===== src/rtl/serial_operand_tx.sv =====
// Parallel-to-serial operand transmitter: captures two WIDTH-bit operands
// and shifts them out LSB-first to the serial adder datapath.
//
// Ports:
//   clock       system clock, rising-edge active
//   reset       asynchronous active-low reset
//   load        capture a_in/b_in (only when ready=1)
//   hold        pause shifting while in SHIFT
//   a_in, b_in  parallel operands
//   ready       high in IDLE only
//   shift_cont  high while a valid bit pair is presented
//   s_input_A   serial bit of operand A
//   s_input     serial bit of operand B
//   done        one-cycle pulse after the last bit pair
module serial_operand_tx #(
    parameter int WIDTH = 4,
    parameter int CW    = 3
) (
    input  logic             clock,
    input  logic             reset,
    input  logic             load,
    input  logic             hold,
    input  logic [WIDTH-1:0] a_in,
    input  logic [WIDTH-1:0] b_in,
    output logic             ready,
    output logic             shift_cont,
    output logic             s_input_A,
    output logic             s_input,
    output logic             done
);

    typedef enum logic [1:0] {
        IDLE  = 2'd0,
        SHIFT = 2'd1,
        DONE  = 2'd2
    } state_t;

    localparam logic [CW-1:0] LAST = CW'(WIDTH - 1);

    state_t           state;
    logic [WIDTH-1:0] a_sr;
    logic [WIDTH-1:0] b_sr;
    logic [CW-1:0]    cnt;

    always_ff @(posedge clock or negedge reset) begin
        if (!reset) begin
            state      <= IDLE;
            a_sr       <= '0;
            b_sr       <= '0;
            cnt        <= '0;
            shift_cont <= 1'b0;
            done       <= 1'b0;
        end else begin
            unique case (state)
                IDLE: begin
                    if (load) begin
                        a_sr       <= a_in;
                        b_sr       <= b_in;
                        cnt        <= '0;
                        state      <= SHIFT;
                        shift_cont <= 1'b1;
                    end
                end
                SHIFT: begin
                    if (!hold) begin
                        // Zero fill leaves both lines low after the last bit.
                        a_sr <= a_sr >> 1;
                        b_sr <= b_sr >> 1;
                        if (cnt == LAST) begin
                            state      <= DONE;
                            shift_cont <= 1'b0;
                            done       <= 1'b1;
                        end else begin
                            cnt        <= cnt + 1'b1;
                            shift_cont <= 1'b1;
                        end
                    end else begin
                        shift_cont <= 1'b0;
                    end
                end
                DONE: begin
                    state <= IDLE;
                    done  <= 1'b0;
                end
                default: begin
                    state      <= IDLE;
                    shift_cont <= 1'b0;
                    done       <= 1'b0;
                end
            endcase
        end
    end

    assign ready     = (state == IDLE);
    assign s_input_A = a_sr[0];
    assign s_input   = b_sr[0];

endmodule


===== config.mk =====
export PLATFORM = sky130hd
export DESIGN_NAME = serial_operand_tx
export DESIGN_NICKNAME = d
export VERILOG_FILES = /design/src/rtl/serial_operand_tx.sv
export SDC_FILE = /design/constraint.sdc
export NUM_CORES = 1
export LEC_CHECK = 0
export CORE_UTILIZATION = 40
export CTS_CLUSTER_DIAMETER = 200
export DETAILED_ROUTE_END_ITERATION = 6
export MAX_ROUTING_LAYER = met4
export PLACE_DENSITY = 0.69
export SETUP_SLACK_MARGIN = 0.3
export SLEW_MARGIN = 20
export SYNTH_ARGS = -nofsm -noshare
export SYNTH_HDL_FRONTEND = slang
export SYNTH_SLANG_ARGS = --single-unit

===== constraint.sdc =====
create_clock -name clock -period 1.6 [get_ports clock]
set_input_delay 0.24 -clock clock [delete_from_list [all_inputs] [get_ports clock]]
set_output_delay 0.24 -clock clock [all_outputs]
set_load 0.005 [all_outputs]

-- Word-level counts from Yosys, hierarchy flattened
Cells that the tools add are included.
- mux-type cells: 21
- bitwise operators: 2
- reductions and logical operators: 7
- $add $sub $neg: 1
- equal/unequal tests: 7
- operators by type and width (cell ; count):
    4-bit two-way mux ; 4
    4-bit case mux with 2 select lines ; 2
    3-bit two-way mux ; 3
    3-bit AND reduction ; 3
    2-bit != test (second input constant) ; 4
    2-bit two-way mux ; 3
    3-bit case mux with 2 select lines ; 1
    1-bit two-way mux ; 5
    2-bit case mux with 2 select lines ; 1
    4-bit AND reduction ; 1
    3-bit by 1-bit adder with 3-bit output (second input constant) ; 1
    3-bit by 2-bit == test with 1-bit output (second input constant) ; 1
    1-bit case mux with 3 select lines ; 1
    2-bit by 1-bit == test with 1-bit output (second input constant) ; 1
    2-bit == test (second input constant) ; 1
    2-bit zero test ; 1
    1-bit inverter ; 2
    1-bit case mux with 2 select lines ; 1
    2-bit AND reduction ; 1
    2-bit nonzero test ; 1
- register bits: 15
- output and inout port bits: 5
- bits of input ports: 12
- logic and storage cells: 44

-- Logic depth before layout (Yosys ltp)
Gate-level depths: netlist of run 1.
- depth after elaboration: 4
- gate-level depth with buffers: 5
- gate-level depth less buffers: 5

-- Worst setup path before layout of run 1
OpenSTA, ideal clock, no wires.
- kind: register -> register
- from: register cnt[0]
- to: register cnt[0]
- stages on the path, launching flop included: 6
- setup time: 0.125 ns
- arrival time: 1.439 ns
- data required time: 1.475 ns
- setup slack: 0.036 ns
- clock period less this slack: 1.564 ns
- path buffers: 0
- cells stage by stage: dfrtp_1 -> ha_1 -> ha_1 -> nor4b_2 -> nor2_1 -> mux2_2
- word-level cells in the longest chain between the ends: 4
- elaborated cells between the ends (all ways): 7
- those cells by class: add/sub (1); eq/ne (2); mux (3); reduce/logical (1)
- RTL lines (item ; line ; RTL):
    start, declared ; 43 ; logic [CW-1:0] cnt;
    start signal, assigned ; 74 ; cnt <= cnt + 1'b1;
    3-bit by 1-bit adder with 3-bit output ; 74 ;
    3-bit two-way mux ; 69 ; if (cnt == LAST) begin
    3-bit two-way mux ; 65 ; if (!hold) begin
    3-bit case mux with 2 select lines ; 54 ; unique case (state)
Parallel ways exist; a longest one is shown, timed or not. The select of a mux whose other input is x is not followed.
A chain may end at the register's enable or synchronous reset.

-- Worst setup path after layout of run 1
- from: register state[1]
- to: register b_sr[2]
- word-level cells in the longest chain between the ends: 3
- elaborated cells between the ends (all ways): 7
- those cells by class: eq/ne (3); mux (1); reduce/logical (3)
- RTL lines (item ; line ; RTL):
    start, declared ; 40 ; state_t state;
    start signal, assigned ; 47 ; state <= IDLE;
    start signal, assigned ; 60 ; state <= SHIFT;
    start signal, assigned ; 70 ; state <= DONE;
    2-bit by 1-bit == test with 1-bit output or 2-bit zero test (tied branches) ; 54 ;
    2-bit != test (no line) or 2-bit nonzero test (tied branches) ; - ;
    3-bit AND reduction (no line) ; - ;
    end signal, assigned ; 58 ; b_sr <= b_in;
    end signal, assigned ; 68 ; b_sr <= b_sr >> 1;
    end, declared ; 42 ; logic [WIDTH-1:0] b_sr;
Parallel ways exist; a longest one is shown, timed or not.

==> flow_metrics.py, run 1 <==
metrics = {
    "outcome": {
        "outcome": "complete, no violations",
    },
    "global_routing": {
        "antenna_found_initial": 0,
        "grt_pass1_vias": 594,
        "grt_max_degree": 16,
        "track_usage_pct": 17.8,
        "grt_pass1_wl_um": 2500,
        "overflow": 0,
    },
    "critical_path": {
        "cp_num_buf_inv": 1,
        "path_class": "flop to flop",
        "crit_slowest_cell": "dfrtp_1",
        "crit_required_ns": 1.78,
        "cp_top_family": "multiplexers",
        "crit_chain": "buf_6 -> nor2b_4 -> mux2_4 -> mux2_4",
        "max_stage_delay_ns": 0.40,
        "cp_max_fo": 7,
        "startpoint_type": "flop",
        "arrival_ns": 1.66,
        "cp-end-kind": "flop",
        "crit_top_cell": "mux2_4",
    },
    "clocking": {
        "cts_tree": "yes",
        "cts_sinks": 15,
        "insertion_delay_ns": 0.28,
        "numCtsBuffers": 3,
        "clock_path_buffers": 2,
        "root_buffer": "clkbuf_4",
        "clk_pin_slew_ns": 0.09,
        "cts-htree-levels": 1,
    },
    "logic_synthesis": {
        "seq_area_frac_synth_pct": 48.2,
        "syn-instance-count": 55,
        "syn_area_per_cell_um2": 14.2,
        "synth_compound_area_share_pct": 9.79,
        "ys_types": 20,
        "synthSimpleGateAreaFrac_pct": 10.4,
        "synth_xor_area_share_pct": 0,
        "muxShareOfSynthArea_pct": 24.6,
        "synth_top_family_by_area": "multiplexers",
        "ys_seq_elements": 15,
        "netlist_area_um2": 779,
        "synth_warnings": 0,
        "syn_nets": 69,
        "synthAdderAreaFrac_pct": 3.21,
    },
    "layout": {
        "fin_nets": 104,
        "final_cell_area_um2": 1160,
        "fillers": 133,
        "final_util_pct": 65.3,
        "drive_above_1_share_pct": 51.7,
        "area_growth_pct": 49.4,
        "num_antenna_cells": 0,
    },
    "sta": {
        "maxSlewHeadroom_pct": 77.8,
        "rsz0062_at_grt": "yes",
        "finalClockSkew_ns": 0.00570,
        "max_clock_freq_mhz": 676,
        "worstMarginPinSlew_ns": 0.331,
        "fin_setup_tns_ns": 0,
        "period_share_pct": 92.4,
        "timing.final.crit_period_ns": 1.48,
        "timing.hold.ws_ns": 0.260,
        "hold_viol_final": 0,
        "setup_viol": 0,
        "drv_slew": 0,
    },
    "detailed_routing": {
        "drtIter0Drc": 5,
        "wirelength_met1_um": 634,
        "firstDrtPassIters": 2,
        "wl_met2_um": 700,
        "vias_per_cell": 4.72,
        "detail-route-antenna-nets": 0,
        "wl_per_cell_um": 12.5,
        "vias": 538,
        "met3_length_um": 75,
        "drc": 0,
        "dr.max_layer_used": "met4",
        "wl_um": 1420,
    },
    "place": {
        "port_buffers": 16,
        "routabilityCongestion": 0.792,
        "placed_area_um2": 1040,
        "dp_hpwl_um": 962,
    },
    "floorplanning": {
        "ioPinCount": 17,
        "die_y_um": 46.1,
        "num_rows": 15,
        "coreArea_um2": 1780,
        "die_w_um": 46.1,
        "start_util_pct": 43.7,
        "die_area_um2": 2130,
    },
    "pwr": {
        "ir_worst_vdd_mv": 1.05,
        "total_leakage_power_nw": 0.584,
        "power.density_nw_per_um2": 1600,
    },
    "worst_hold_path": {
        "hold_path_class": "input pin to asynchronous set/reset pin",
    },
    "flow_run": {
        "cap_violations": 0,
    },
}
==> area by class of cell <==
class	count	area, um2	area share (%)
clock buffers	3	22.5	1.93
inverters	2	7.51	0.644
well taps	25	31.3	2.69
repair buffers	32	294	25.2
flip-flops and latches	15	375	32.2
clock inverters	1	5.00	0.430
multi-input cells	36	429	36.8
==> power by group <==
part / internal [W] / switching (W) / total (W)
registers: 0.000523 / 0.0000760 / 0.000599
clock network: 0.0000928 / 0.000123 / 0.000216
logic: 0.000690 / 0.000361 / 0.00105
==> kinds of logic (layout without fill, tap and decap cells) <==
| logic type | after synthesis | count (layout) |
|---|---|---|
| flip-flops | 15 | 15 |
| buffers and inverters | 4 | 38 |
| multiplexers | 13 | 13 |
| adder cells (fa/ha/maj) | 2 | 2 |
| AND/OR/NAND/NOR | 12 | 12 |
| AO/OA/AOI/OAI | 9 | 9 |
==> worst reg2reg max path: cells and delay by family, from the launching register on <==
family / cells / cell delay [ns]
mux: 2 / 0.58
flops: 1 / 0.40
simple gates: 1 / 0.25
buf+inv: 1 / 0.14
==> synthesized netlist by cell type <==
library cell	instances	share of area [%]
a21oi_4	1	2.1
a21oi_1	1	0.64
a21o_1	1	0.96
nand2_1	1	0.48
mux2_4	12	23
and3b_2	1	1.3
nor3b_1	1	0.96
o21bai_1	1	0.96
nor2b_4	1	1.8
a22o_1	3	3.4
nor2_1	6	2.9
and3b_1	1	1.1
nor4b_2	1	1.9
dfrtp_1	15	48
ha_1	2	3.2
inv_1	2	0.96
o2bb2ai_1	1	1.1
mux2_2	1	1.4
buf_6	2	2.9
o21ai_0	1	0.64
==> worst paths after layout <==
| kind | start | to | slack, ns | depth (start not counted) |
|---|---|---|---|---|
| max reg2reg | state[1] | b_sr[2] | 0.12 | 4 |
| max | state[1] | b_sr[2] | 0.12 | 4 |
| min | reset | state[0] | 0.26 | 2 |
| min in group clock | done | done | 0.51 | 2 |
| max in group asynchronous | reset | a_sr[3] | 1.16 | 2 |
| min reg2reg | done | done | 0.51 | 2 |
==> sequential cells by signal (all words and copies together), names as in the netlist <==
register / cells
shift_cont: 1
state: 2
done: 1
cnt: 3
b_sr: 4
a_sr: 4
==> what timing repair did <==
action	in CTS	in global routing
resized for setup	11	6
hold buffers	0	0
buffers inserted	9	0
setup endpoints to repair	16	14
pin swaps	3	1
==> per-stage QoR <==
stage	worst slack [ns]	power [W]	std cells
after global placement	0.00891	0.00149	101
after floorplan	0.175	0.00123	55
after global routing	0.0634	0.00202	114
final	0.121	0.00187	114
after CTS	0.129	0.00185	114
after detailed placement	-0.0325	0.00151	101
==> cell usage in the layout, fill, tap and decap left out, types with 2 or more instances in the layout <==
cell type         n
dfrtp_1          15
mux2_4           12
a22o_1            3
buf_6             3
inv_1             2
nor2_2            2
nor2_1            4
dlygate4sd2_1     4
buf_4            12
clkdlybuf4s50_1  11
clkbuf_4          3
==> routing by layer <==
metal  vias to the layer above  track usage (%)
met5                         -                -
met1                       257             19.4
met3                         2             5.88
met4                         0             5.29
li1                        266                -
met2                        13             30.7
Power figures use the tool's default switching activity.
==> inputs of run 2 (changes only) <==
Settings changed: CORE_UTILIZATION 40 to 29, PLACE_DENSITY 0.69 to 0.53.
==> flow_metrics.py, run 2 (synthesis gave the netlist of run 1 again) <==
metrics = {
    "layout": {
        "final_cell_mix": "dfrtp_1, buf_4, mux2_4, clkdlybuf4s50_1, nor2_1",
        "fillers": 222,
        "register_area_um2": 377,
        "reg.largest.list": "a_sr: 4 flops, b_sr: 4 flops, cnt: 3 flops",
        "final_util_pct": 48.2,
        "drive_above_1_share_pct": 49.5,
        "num_antenna_cells": 0,
        "multi_input_area_um2": 430,
        "fin_nets": 106,
        "area_growth_pct": 54.6,
        "final_cells": 121,
    },
    "pwr": {
        "total_leakage_power_nw": 0.601,
        "power.density_nw_per_um2": 1600,
        "ir_worst_vdd_mv": 0.943,
        "power_w": 0.00193,
    },
    "sta": {
        "worstMarginPinSlew_ns": 0.319,
        "rsz0062_at_grt": "yes",
        "timing.final.crit_period_ns": 1.48,
        "maxSlewHeadroom_pct": 78.7,
        "setup_ws_ns": 0.122,
        "setup_viol": 0,
        "drv_slew": 0,
        "timing.hold.ws_ns": 0.274,
        "max_clock_freq_mhz": 677,
        "hold_viol_final": 0,
        "period_share_pct": 92.3,
        "finalClockSkew_ns": 0.00228,
    },
    "critical_path": {
        "cp_max_fo": 3,
        "crit_chain": "ha_4 -> ha_4 -> nor4b_4 -> nor2_2 -> mux2_4",
        "crit_top_cell": "ha_4",
        "crit_slowest_cell": "dfrtp_1",
        "arrival_ns": 1.64,
        "cp-end-kind": "flop",
        "path_class": "flop to flop",
        "max_stage_delay_ns": 0.43,
        "crit_required_ns": 1.76,
        "startpoint_type": "flop",
    },
    "clocking": {
        "insertion_delay_ns": 0.27,
        "cts_sinks": 15,
        "cts-htree-levels": 1,
        "clk_pin_slew_ns": 0.08,
        "numCtsBuffers": 3,
        "clock_path_buffers": 2,
        "cts_tree": "yes",
        "root_buffer": "clkbuf_4",
    },
    "global_routing": {
        "track_usage_pct": 11.8,
        "grt_max_degree": 16,
        "overflow": 0,
        "grt_pass1_wl_um": 2280,
        "grt_pass1_vias": 515,
        "antenna_found_initial": 0,
    },
    "detailed_routing": {
        "vias_per_cell": 4.50,
        "vias": 544,
        "drtIter0Drc": 3,
        "wl_per_cell_um": 11.9,
        "wl_um": 1440,
        "drc": 0,
        "firstDrtPassIters": 3,
        "detail-route-antenna-nets": 0,
    },
    "place": {
        "routabilityCongestion": 0.677,
        "port_buffers": 16,
        "dp_hpwl_um": 1000,
        "dp_slack_ns": -0.0388,
        "post-place-cells": 106,
    },
    "floorplanning": {
        "die_y_um": 53.8,
        "die_area_um2": 2900,
        "coreArea_um2": 2500,
        "ioPinCount": 17,
        "num_rows": 18,
        "start_util_pct": 31.2,
        "die_w_um": 53.8,
    },
    "flow_run": {
        "cap_violations": 0,
    },
    "outcome": {
        "outcome": "complete, no violations",
    },
    "worst_hold_path": {
        "hold_path_class": "input pin to asynchronous set/reset pin",
    },
}
==> run 2: cell types whose count changed in the layout (fill, tap and decap cells not counted), sizes merged <==
cell,change
buf,+3
clkinv,-1
==> run 2: path summary, 6_finish.rpt <==
check,startpoint,end,slack [ns],cells past startpoint
min in group clock,cnt[2],cnt[2],0.50,1
setup reg to reg,cnt[0],cnt[0],0.12,5
hold reg to reg,cnt[2],cnt[2],0.50,1
hold / removal,reset,cnt[1],0.27,2
setup / recovery,cnt[0],cnt[0],0.12,5
max in group asynchronous,reset,state[1],1.14,2
==> run 2: what timing repair did <==
item	in CTS	in global routing
hold buffers	0	0
gates resized for setup	10	5
setup endpoints to repair	16	14
pin swaps	3	1
setup buffers	7	4
==> run 2: routing by layer <==
layer | vias to the layer above | track usage, % | share of wire (%) | wire [um]
met5 | - | - | 0 | 0
met1 | 265 | 15.0 | 47 | 677
met2 | 5 | 17.3 | 50 | 715
li1 | 272 | - | - | -
met4 | 0 | 6.58 | 0.83 | 12
met3 | 2 | 2.54 | 2.2 | 32
==> run 2: report_power, final <==
part           total [W]  switching, W  internal (W)
combinational    0.00111      0.000360      0.000749
sequential      0.000616     0.0000913      0.000524
clock           0.000206      0.000110     0.0000965
total            0.00193      0.000562       0.00137
==> run 2: layout make-up <==
cell class	instances	area share, %
repair buffers	34	27.1
well taps	30	3.12
clock buffers	4	2.18
flip-flops and latches	15	31.3
inverters	2	0.623
multi-input cells	36	35.7
==> run 2: critical path, delay by kind of cell (launching register included) <==
family | cells | cell delay [ns]
DFF | 1 | 0.43
adders and majority gates | 2 | 0.35
and+or+nand+nor | 2 | 0.33
muxes | 1 | 0.26
==> run 2: per-stage QoR <==
stage,area [um2],TNS [ns]
6_report,1200,0
5_1_grt,1200,0
4_1_cts,1150,0
3_5_place_dp,1050,-0.0403
3_3_place_gp,1050,-0.00995
2_1_floorplan,807,0
==> inputs of run 3 (changes only) <==
Settings changed: SKIP_CTS_REPAIR_TIMING set to 1.
==> flow_metrics.py, run 3 (synthesis gave the netlist of run 1 again) <==
metrics = {
    "outcome": {
        "outcome": "complete, no violations",
    },
    "sta": {
        "timing.hold.ws_ns": 0.270,
        "drv_slew": 0,
        "hold_viol_final": 0,
        "finalClockSkew_ns": 0.00285,
        "max_clock_freq_mhz": 676,
        "period_share_pct": 92.4,
        "maxSlewHeadroom_pct": 79.1,
        "setup_viol": 0,
        "timing.final.crit_period_ns": 1.48,
        "worstMarginPinSlew_ns": 0.312,
        "rsz0062_at_grt": "yes",
    },
    "clocking": {
        "cts-htree-levels": 1,
        "cts_tree": "yes",
        "cts_sinks": 15,
        "root_buffer": "clkbuf_4",
        "numCtsBuffers": 3,
        "insertion_delay_ns": 0.27,
        "clock_path_buffers": 2,
        "clk_pin_slew_ns": 0.09,
    },
    "pwr": {
        "ir_worst_vdd_mv": 0.979,
        "power.density_nw_per_um2": 1600,
        "power_w": 0.00194,
        "total_leakage_power_nw": 0.642,
    },
    "layout": {
        "reg.largest.list": "a_sr: 4 flops, b_sr: 4 flops, cnt: 3 flops",
        "drive_above_1_share_pct": 47.8,
        "final_cell_area_um2": 1210,
        "final_cell_mix": "dfrtp_1, buf_4, mux2_4, clkdlybuf4s50_1",
        "fin_nets": 105,
        "area_growth_pct": 54.9,
        "num_antenna_cells": 0,
    },
    "global_routing": {
        "track_usage_pct": 11.3,
        "grt_pass1_vias": 488,
        "grt_max_degree": 16,
        "overflow": 0,
        "grt_pass1_wl_um": 2190,
        "antenna_found_initial": 0,
    },
    "detailed_routing": {
        "firstDrtPassIters": 3,
        "vias": 548,
        "drtIter0Drc": 4,
        "wl_um": 1470,
        "vias_per_cell": 4.57,
        "wl_per_cell_um": 12.3,
        "drc": 0,
        "detail-route-antenna-nets": 0,
    },
    "floorplanning": {
        "coreArea_um2": 2500,
        "ioPinCount": 17,
        "die_y_um": 53.8,
        "die_area_um2": 2900,
        "die_w_um": 53.8,
        "num_rows": 18,
        "start_util_pct": 31.2,
    },
    "critical_path": {
        "worstRegToRegCells": 5,
        "arrival_ns": 1.65,
        "rrSetupSlack_ns": 0.12,
        "r2r_end": "cnt[0]",
        "startpoint_type": "flop",
        "path_class": "flop to flop",
        "cp-end-kind": "flop",
        "crit_required_ns": 1.77,
        "cp_max_fo": 3,
        "r2r-start": "cnt[1]",
    },
    "place": {
        "dp_hpwl_um": 1000,
        "placed_area_um2": 1050,
        "routabilityCongestion": 0.677,
        "port_buffers": 16,
    },
    "flow_run": {
        "cap_violations": 0,
    },
    "worst_hold_path": {
        "hold_path_class": "input pin to asynchronous set/reset pin",
    },
}
-- run 3: changes by cell type in the layout (fill, tap and decap cells not counted), sizes merged --
cell          change
buf               -2
dlygate4sd2       -4
dlymetal6s2s      +5
-- run 3: power by group --
| part | switching [W] | internal (W) | total (W) | leakage (nW) |
|---|---|---|---|---|
| combinational | 0.000360 | 0.000751 | 0.00111 | 0.439 |
| sequential | 0.0000918 | 0.000524 | 0.000616 | 0.188 |
| clock | 0.000113 | 0.0000965 | 0.000210 | 0.0150 |
-- run 3: worst max-delay path by stage --
| stage | start | end | depth (start not counted) | slack [ns] |
|---|---|---|---|---|
| finish | cnt[1] | cnt[0] | 5 | 0.12 |
| detailed placement | hold | cnt[0] | 4 | -0.04 |
| floorplan | cnt[1] | cnt[0] | 5 | 0.17 |
| global route | cnt[0] | cnt[0] | 5 | 0.06 |
| CTS | state[0] | ready | 3 | -0.08 |
| global placement | hold | cnt[0] | 4 | -0.01 |
-- run 3: layer usage --
layer / part of all wire (%) / routed length (um) / track usage [%]
met1: 47 / 692 / 14.9
met2: 50 / 732 / 15.8
met3: 2.2 / 33 / 2.54
met4: 0.82 / 12 / 6.58
met5: 0 / 0 / -
-- run 3: final cells by class --
type                            count  area, um2
Multi-Input combinational cell     36        430
Timing Repair Buffer               33        329
Clock buffer                        4       26.3
Inverter                            2       7.51
Fill cell                         226       1290
Sequential cell                    15        377
Tap cell                           30       37.5
-- run 3: worst max-delay path, stage by stage, from the launching register on --
cell,delay (ns)
dfrtp_1,0.43
ha_4,0.19
ha_4,0.16
nor4b_4,0.25
nor2_2,0.08
mux2_4,0.26
-- run 3: stage by stage --
| stage | setup WS, ns | utilization [%] | cells | TNS (ns) |
|---|---|---|---|---|
| after CTS | -0.0806 | 42.9 | 110 | -0.0806 |
| after detailed placement | -0.0388 | 41.9 | 106 | -0.0403 |
| after floorplan | 0.175 | - | 55 | 0 |
| after global routing | 0.0623 | 48.3 | 120 | 0 |
| after global placement | -0.00995 | 41.9 | 106 | -0.00995 |
| final | 0.121 | 48.3 | 120 | 0 |
